**src/rtl/cipher_pkg.sv**
```systemverilog
// Shared types and constants for the cipher demultiplexer.
package cipher_pkg;

    localparam int unsigned D_WIDTH_DEF     = 8;
    localparam logic [7:0]  START_TOKEN_DEF = 8'hFA;

    // Engine indices as presented on select / busy_i
    localparam logic [1:0] CAESAR      = 2'd0;
    localparam logic [1:0] SCYTALE     = 2'd1;
    localparam logic [1:0] ZIGZAG      = 2'd2;
    localparam logic [1:0] SEL_INVALID = 2'd3;

    typedef enum logic [1:0] {
        StIdle,
        StForward,
        StWaitRise,
        StWaitFall
    } state_e;

    // One-hot strobe for an engine index; the invalid index maps to no strobe.
    function automatic logic [2:0] engine_onehot(input logic [1:0] sel);
        logic [2:0] oh;
        oh = 3'b000;
        case (sel)
            CAESAR:  oh = 3'b001;
            SCYTALE: oh = 3'b010;
            ZIGZAG:  oh = 3'b100;
            default: oh = 3'b000;
        endcase
        return oh;
    endfunction

endpackage

```
**src/rtl/sync_fifo.sv**
```systemverilog
// Show-ahead synchronous FIFO; rdata_o always presents the head entry.
module sync_fifo #(
    parameter int unsigned WIDTH = 8,
    parameter int unsigned DEPTH = 4,
    localparam int unsigned AW = (DEPTH > 1) ? $clog2(DEPTH) : 1,
    localparam int unsigned CW = $clog2(DEPTH + 1)
) (
    input  logic             clk,
    input  logic             rst_n,
    input  logic             push_i,
    input  logic [WIDTH-1:0] wdata_i,
    input  logic             pop_i,
    output logic [WIDTH-1:0] rdata_o,
    output logic             full_o,
    output logic             empty_o,
    output logic [CW-1:0]    count_o
);

    logic [WIDTH-1:0] mem_q [DEPTH];
    logic [AW-1:0]    wr_ptr_q;
    logic [AW-1:0]    rd_ptr_q;
    logic [CW-1:0]    count_q;
    logic             do_push;
    logic             do_pop;

    assign full_o  = (count_q == CW'(DEPTH));
    assign empty_o = (count_q == '0);
    assign count_o = count_q;
    assign rdata_o = mem_q[rd_ptr_q];
    assign do_push = push_i && !full_o;
    assign do_pop  = pop_i && !empty_o;

    // Storage array, written on an accepted push.
    always_ff @(posedge clk) begin
        if (do_push) begin
            mem_q[wr_ptr_q] <= wdata_i;
        end
    end

    // Pointers and occupancy; push and pop together leave count unchanged.
    always_ff @(posedge clk) begin
        if (!rst_n) begin
            wr_ptr_q <= '0;
            rd_ptr_q <= '0;
            count_q  <= '0;
        end else begin
            if (do_push) begin
                wr_ptr_q <= (wr_ptr_q == AW'(DEPTH - 1)) ? '0 : wr_ptr_q + AW'(1);
            end
            if (do_pop) begin
                rd_ptr_q <= (rd_ptr_q == AW'(DEPTH - 1)) ? '0 : rd_ptr_q + AW'(1);
            end
            case ({do_push, do_pop})
                2'b10:   count_q <= count_q + CW'(1);
                2'b01:   count_q <= count_q - CW'(1);
                default: count_q <= count_q;
            endcase
        end
    end

endmodule

```
**src/rtl/cipher_demux.sv**
```systemverilog
// Buffers encrypted characters and forwards each message to one decryption
// engine, then waits for that engine's busy handshake before the next message.
// Optional message statistics: define CIPHER_DEMUX_STATS_EN.
module cipher_demux
    import cipher_pkg::*;
#(
    parameter int unsigned         D_WIDTH                = D_WIDTH_DEF,
    parameter int unsigned         MAX_NOF_CHARS          = 50,
    parameter logic [D_WIDTH-1:0]  START_DECRYPTION_TOKEN = D_WIDTH'(START_TOKEN_DEF),
    parameter int unsigned         FIFO_DEPTH             = 4,
    parameter int unsigned         RISE_TIMEOUT           = 4
) (
    input  logic               clk,
    input  logic               rst_n,
    input  logic [D_WIDTH-1:0] data_i,
    input  logic               valid_i,
    output logic               ready_o,
    input  logic [1:0]         select,
    input  logic [2:0]         busy_i,
    output logic [D_WIDTH-1:0] data_o,
    output logic [2:0]         valid_o,
    output logic               error_o,
    output logic [15:0]        msg_count_o
);

    localparam int unsigned FCW = $clog2(FIFO_DEPTH + 1);
    localparam int unsigned CCW = $clog2(MAX_NOF_CHARS + 1);
    localparam int unsigned RCW = $clog2(RISE_TIMEOUT + 1);

    state_e             state_q;
    logic [1:0]         sel_q;
    logic [CCW-1:0]     char_cnt_q;
    logic [RCW-1:0]     rise_cnt_q;

    logic               fifo_full;
    logic               fifo_empty;
    logic [FCW-1:0]     fifo_count;
    logic [D_WIDTH-1:0] head;
    logic               pop;
    logic [1:0]         cur_sel;
    logic [CCW-1:0]     cur_cnt;
    logic               is_tok;
    logic [3:0]         busy_ext;
    logic               busy_sel;

    assign ready_o = !fifo_full;

    sync_fifo #(
        .WIDTH (D_WIDTH),
        .DEPTH (FIFO_DEPTH)
    ) u_fifo (
        .clk     (clk),
        .rst_n   (rst_n),
        .push_i  (valid_i && ready_o),
        .wdata_i (data_i),
        .pop_i   (pop),
        .rdata_o (head),
        .full_o  (fifo_full),
        .empty_o (fifo_empty),
        .count_o (fifo_count)
    );

    // Full flag must agree with the occupancy count that ready_o relies on.
    full_matches_count: assert property (@(posedge clk) disable iff (!rst_n)
        fifo_full == (fifo_count == FCW'(FIFO_DEPTH)));

    // Pop decision and per-pop context; in IDLE the message is just starting.
    always_comb begin
        pop      = !fifo_empty && (state_q == StIdle || state_q == StForward);
        cur_sel  = (state_q == StIdle) ? select : sel_q;
        cur_cnt  = (state_q == StIdle) ? '0 : char_cnt_q;
        is_tok   = (head == START_DECRYPTION_TOKEN);
        busy_ext = {1'b0, busy_i};
        busy_sel = busy_ext[sel_q];
    end

    // Message FSM with registered forwarding outputs and sticky error.
    always_ff @(posedge clk) begin
        if (!rst_n) begin
            state_q    <= StIdle;
            sel_q      <= '0;
            char_cnt_q <= '0;
            rise_cnt_q <= '0;
            data_o     <= '0;
            valid_o    <= '0;
            error_o    <= 1'b0;
        end else begin
            valid_o <= '0;
            unique case (state_q)
                StIdle, StForward: begin
                    if (pop) begin
                        sel_q <= cur_sel;
                        if (cur_sel == SEL_INVALID) begin
                            // Drain the message silently; token ends it without handshake.
                            error_o <= 1'b1;
                            state_q <= is_tok ? StIdle : StForward;
                        end else if (is_tok) begin
                            data_o     <= head;
                            valid_o    <= engine_onehot(cur_sel);
                            rise_cnt_q <= '0;
                            state_q    <= StWaitRise;
                        end else if (cur_cnt >= CCW'(MAX_NOF_CHARS)) begin
                            error_o    <= 1'b1;
                            char_cnt_q <= cur_cnt;
                            state_q    <= StForward;
                        end else begin
                            data_o     <= head;
                            valid_o    <= engine_onehot(cur_sel);
                            char_cnt_q <= cur_cnt + CCW'(1);
                            state_q    <= StForward;
                        end
                    end
                end
                StWaitRise: begin
                    if (busy_sel) begin
                        state_q <= StWaitFall;
                    end else if (rise_cnt_q == RCW'(RISE_TIMEOUT - 1)) begin
                        error_o <= 1'b1;
                        state_q <= StIdle;
                    end else begin
                        rise_cnt_q <= rise_cnt_q + RCW'(1);
                    end
                end
                StWaitFall: begin
                    if (!busy_sel) begin
                        state_q <= StIdle;
                    end
                end
                default: state_q <= StIdle;
            endcase
        end
    end

`ifdef CIPHER_DEMUX_STATS_EN
    logic [15:0] msg_cnt_q;
    logic        tok_fwd;

    assign tok_fwd = pop && is_tok && (cur_sel != SEL_INVALID);

    // Count messages whose token reaches a valid engine; wraps at 16 bits.
    always_ff @(posedge clk) begin
        if (!rst_n) begin
            msg_cnt_q <= '0;
        end else if (tok_fwd) begin
            msg_cnt_q <= msg_cnt_q + 16'd1;
        end
    end

    assign msg_count_o = msg_cnt_q;
`else
    assign msg_count_o = '0;
`endif

endmodule

```
**config.mk**
```make
export PLATFORM = sky130hd
export DESIGN_NAME = cipher_demux
export DESIGN_NICKNAME = d
export VERILOG_FILES = /design/src/rtl/cipher_pkg.sv /design/src/rtl/sync_fifo.sv /design/src/rtl/cipher_demux.sv
export SDC_FILE = /design/constraint.sdc
export NUM_CORES = 1
export LEC_CHECK = 0
export CAP_MARGIN = 5
export CORE_ASPECT_RATIO = 1.75
export CORE_UTILIZATION = 45
export DETAILED_ROUTE_END_ITERATION = 16
export HOLD_SLACK_MARGIN = 0.03
export PLACE_DENSITY = 0.7
export RECOVER_POWER = 25
export SYNTH_ARGS = -nofsm -noshare
export SYNTH_HDL_FRONTEND = slang
export SYNTH_SLANG_ARGS = --single-unit
```
**constraint.sdc**
```tcl
create_clock -name clk -period 4.7 [get_ports clk]
set_input_delay 0.94 -clock clk [delete_from_list [all_inputs] [get_ports clk]]
set_output_delay 0.94 -clock clk [all_outputs]
set_load 0.03 [all_outputs]
```
# Word level (Yosys, flattened, before mapping)
# Memory sizes are Yosys's and may differ from the RTL's. A register that Yosys moved wholly into a read port is not among the register bits.
# Index checks and enable logic that the tools add are counted.
# totals
register_bits	32
ramBits	32
input_bits	16
memories	1
# op_classes
add_sub_neg	6
n_lt_le_gt_ge	2
n_eq_ne	24
mux	38
bitwise	5
n_reduce_logical	20
# memory_table
memory	depth	width	read_ports	rd_ports_with_merged_regs	wr	line	rtl
u_fifo.mem_q	4	8	1	1	1	sync_fifo.sv:19	logic [WIDTH-1:0] mem_q [DEPTH];
# ops
cell	n
2-bit 2-to-1 mux	11
3-bit 2-to-1 mux	7
8-bit 2-to-1 mux	2
2-bit equality test (second input constant)	7
2-bit inequality test (second input constant)	7
6-bit 2-to-1 mux	2
3-bit case mux with 2 select lines	2
6-bit AND reduction	2
1-bit 2-to-1 mux	10
3-bit inequality test (second input constant)	3
3-bit case mux with 3 select lines	1
8-bit equality test (second input constant)	1
4-bit AND reduction	2
3-bit by 1-bit adder with 3-bit output (second input constant)	2
6-bit by 1-bit adder with 6-bit output (second input constant)	1
2-bit by 1-bit equality test with 1-bit output (second input constant)	3
6-bit greater-or-equal comparator (second input constant)	1
2-bit case mux with 3 select lines	1
1-bit inverter	5
2-bit by 1-bit adder with 2-bit output (second input constant)	2
1-bit logical AND	4
2-bit zero test	2
2-bit nonzero test	2
4-bit OR reduction	1
other kinds (13)	14

# Logic depth before layout (Yosys ltp)
# logic_depth
depth_word	8
mapped_depth	10
ltp_nobuf	9

# Cells and area by module
# From an unflattened synthesis, not the netlist that was laid out.
# unflattened
cells_unflattened	257
hier_area_um2	3049.2
# by_module_without_submodules
module	n_inst	cells_per_inst	area_per_inst_um2
sync_fifo	1	98	1644.1
cipher_demux	1	159	1405.1

# Worst setup path after synthesis
# Ideal clock, no wire load.
# synth_path
kind	register to register
from	reg state_q[1]
to	reg char_cnt_q[3]
setup_ps	75
t_arrival_ps	2420
slack_ps	2205
stages_incl_launch_ff	11
synth_period_minus_slack_ps	2495
path_cell_list	dfxtp_1 > buf_2 > or2_2 > buf_2 > and2_1 > ha_1 > or4_1 > nand4_1 > nand2b_1 > or3b_2 > o22ai_1
# synth_between
elab_chain_cells	5
# synth_rtl
item	line	rtl
from (decl)	cipher_demux.sv:30	state_e state_q;
from (signal assigned)	cipher_demux.sv:80	state_q <= StIdle;
from (signal assigned)	cipher_demux.sv:96	state_q <= is_tok ? StIdle : StForward;
from (signal assigned)	cipher_demux.sv:101	state_q <= StWaitRise;
branches (longest 5 deep; another with 6-bit by 1-bit adder with 6-bit output)	-	
to (signal assigned)	cipher_demux.sv:104	char_cnt_q <= cur_cnt;
to (signal assigned)	cipher_demux.sv:109	char_cnt_q <= cur_cnt + CCW'(1);
to (decl)	cipher_demux.sv:32	logic [CCW-1:0] char_cnt_q;
# Several ways; the timed one is not identified.
# A chain may end at the register's enable or synchronous reset.

# Final worst setup path
# layout_path
from	reg state_q[0]
to	reg char_cnt_q[3]
# Same word-level chain as after synthesis.

==> results_dict.tcl <==
set metrics [dict create \
    drt.antenna.violating_nets 0 \
    reg2reg_slack_ns 2.04 \
    cap_violations 0 \
    routed_wl_um 5484 \
    syn_area_per_cell_um2 11.96 \
    rr_worst_depth 8 \
    p_sw_w 0.0008102 \
    dr.pass1.iters 4 \
    ios 45 \
    grt_overflow 0 \
    min_period_ns 2.665 \
    worst_ep_required_time_ns 4.96 \
    fmax_mhz 375.3 \
    fin_worst_skew_ns 0.007423 \
    viasPerCell 5.347 \
    route.detailed.drc 0 \
    holdWs_ns 0.4623 \
    ys_ff_latch 66 \
    vias 2032 \
    cts_sinks 66 \
    layout-drive-gt1-share_pct 9.797 \
    netlist_top_cells_area "edfxtp_1 31%, dfxtp_1 22%, mux4_1 5.0%" \
    tightestPinTransition_ns 0.7320 \
    async_flop_share_pct 0 \
    swShare_pct 36.22 \
    clockRootBuffer "clkbuf_16" \
    start_util_pct 46.19 \
    power_frac_comb_pct 35.2 \
    post_cts_buffers 0 \
    critPathLaunch "state_q[0]" \
    worst_slew_margin_rel_pct 51.02 \
    clk_pin_slew_ns 0.06 \
    p_per_area_mw_per_mm2 603.2 \
    end_kind "flip-flop" \
    numCtsBuffers 9 \
    period_share_pct 56.70 \
    cts.repair.resized 0 \
    clk_latency_ns 0.33 \
    placed_cell_area_mm2 0.003421 \
    clk_path_buf_depth 2 \
    dp_hpwl_um 3867 \
    grt_pass1_wl_um 8763 \
    cts_tree "done" \
    power.share.sequential_pct 36.6 \
    setup-tns-final_ns 0 \
    synth_top_area_cell "edfxtp_1" \
    hold_violations 0 \
    first_global_vias 1875 \
    dieArea_mm2 0.007338 \
    report.final.slew_viol_count 0 \
    synth_top_area_share_pct 30.56 \
    num_antenna_cells 0 \
    critPathCapture "char_cnt_q[3]" \
    fin_area_mm2 0.003709 \
    areaGrowthSynthToFinish_pct 17.95 \
    synth_flop_cell "dfxtp_1" \
    synth_edf_count 32 \
    setup_violations 0 \
    fin_nets 318 \
    ys_seq_area_share_pct 52.21 \
    coreArea_mm2 0.006807 \
    p_int_w 0.001427 \
    hold-path-cell-count 2 \
    drt_iter0_drc 88 \
    die_w_um 65.19 \
    grt_max_degree 29 \
    netlist_instances 263 \
    grt_usage_pct 16.50 \
    port_buffers 28 \
    synth_cell_type_count 54 \
    yosys_warnings 0 \
    cp.arrival_ns 2.93 \
    vdd_drop_max_v 0.0003489 \
    critPathMaxFanout 10 \
    worstSetupStartpointType "flip-flop" \
    avgRoutedWirePerCell_um 14.43 \
    worstReg2RegEnd "char_cnt_q[3]" \
    htreeDepth 3 \
    final_common_cell "nand2_1" \
    hold_buffers 0 \
    final_cell_mix "40 x nand2_1, 34 x dfxtp_1, 32 x edfxtp_1, 21 x clkdlybuf4s50_1, 16 x conb_1" \
    gp_congestion 0.7959 \
    p_leak_nw 1.433 \
    rows 40 \
    p_clk_share_pct 28.2 \
    fillers 593 \
    antenna_found_initial 0 \
    syn-cell-area_mm2 0.003144 \
    min_path_type "flip-flop to flip-flop" \
    outcome "finished, final reports clean" \
    rsz0062_at_grt "no" \
    rr_startpoint "state_q[0]" \
    crit_type "flip-flop to flip-flop" \
    die_y_um 112.6 \
]
[power groups by stage]
stage | logic, W | clock network, W | registers (W)
detailed placement | 0.000792 | 0 | 0.000831
CTS | 0.000794 | 0.000645 | 0.000820
global route | 0.000857 | 0.000666 | 0.000836
finish | 0.000786 | 0.000631 | 0.000819
global placement | 0.000776 | 0 | 0.000828
floorplan | 0.000590 | 0 | 0.000842
[cell families (layout without fill, tap and decap cells)]
family,count (synthesis),after routing,share of synthesized area (%)
buffers and inverters,36,54,6.566
and+or+nand+nor,88,88,15.52
AOI/OAI and AO/OA,37,37,9.471
xor gates and xnor gates,2,2,0.5572
adders and majority gates,11,11,4.616
muxes,22,22,10.94
DFF,66,66,52.21
other,1,16,0.1193
[synth_stat cells (2+ instances only)]
master     count
nand2_1       40
dfxtp_1       34
edfxtp_1      32
buf_4         16
mux2i_1       13
ha_1          10
inv_1          9
o21ai_0        9
nor2_1         7
a21oi_1        6
clkbuf_1       6
mux4_1         6
nor3_1         6
and2_1         4
and3_1         4
nand4_1        4
a21boi_0       3
buf_2          3
nand3_1        3
o211a_1        3
or3_1          3
and4_1         2
mux4_2         2
nand4b_1       2
nand4b_4       2
nor2b_1        2
o2111ai_1      2
o21ai_4        2
o221a_1        2
o22ai_1        2
[area by class of cell]
type / count / area, um^2 / share of cell area (%)
inverter: 9 / 33.78 / 0.9109
sequential: 66 / 1642 / 44.26
timing repair buffer: 29 / 287.8 / 7.760
clock buffer: 10 / 239.0 / 6.444
multi-input combinational: 176 / 1353 / 36.47
clock inverter: 6 / 48.80 / 1.316
tap: 84 / 105.1 / 2.834
[critical path, stage by stage (launching register included)]
cell and delay, ns:
dfxtp_1 0.41, or2_2 0.41, and2_1 0.21, ha_1 0.20, or4_1 0.43, nand4_1 0.23, nand2b_1 0.11, or3b_2 0.47
o22ai_1 0.13
[registers in the layout (all words and copies together) (netlist names), 2 cells and up, named ones only]
name / count
u_fifo.mem_q: 32
data_o: 8
char_cnt_q: 6
rise_cnt_q: 3
u_fifo.count_o: 3
valid_o: 3
sel_q: 2
state_q: 2
u_fifo.rd_ptr_q: 2
u_fifo.wr_ptr_q: 2
[per-layer routing]
layer	track usage (%)	part of all wire (%)	vias up
met5	0	0	-
met2	28.11	53	55
met3	4.776	3.5	19
met4	11.30	3.3	0
li1	-	-	993
met1	16.80	40	965
[worst min path at each step]
stage                              from            end  slack, ns
after floorplan           rise_cnt_q[2]  rise_cnt_q[2]       0.44
after global placement    rise_cnt_q[2]  rise_cnt_q[2]       0.45
after detailed placement        error_o        error_o       0.46
after CTS                     data_o[0]      data_o[0]       0.47
after global routing          data_o[5]      data_o[5]       0.49
final                         data_o[3]      data_o[3]       0.46
[metrics by stage]
stage	util, %	cells	power (W)	setup slack, ns
floorplan	-	278	0.001432	2.205
global placement	50.26	364	0.001604	1.872
detailed placement	50.26	364	0.001622	1.820
CTS	54.49	380	0.002259	2.056
global route	54.49	380	0.002359	1.901
finish	54.49	380	0.002237	2.035
No activity file was read; power rests on OpenSTA's default activity.
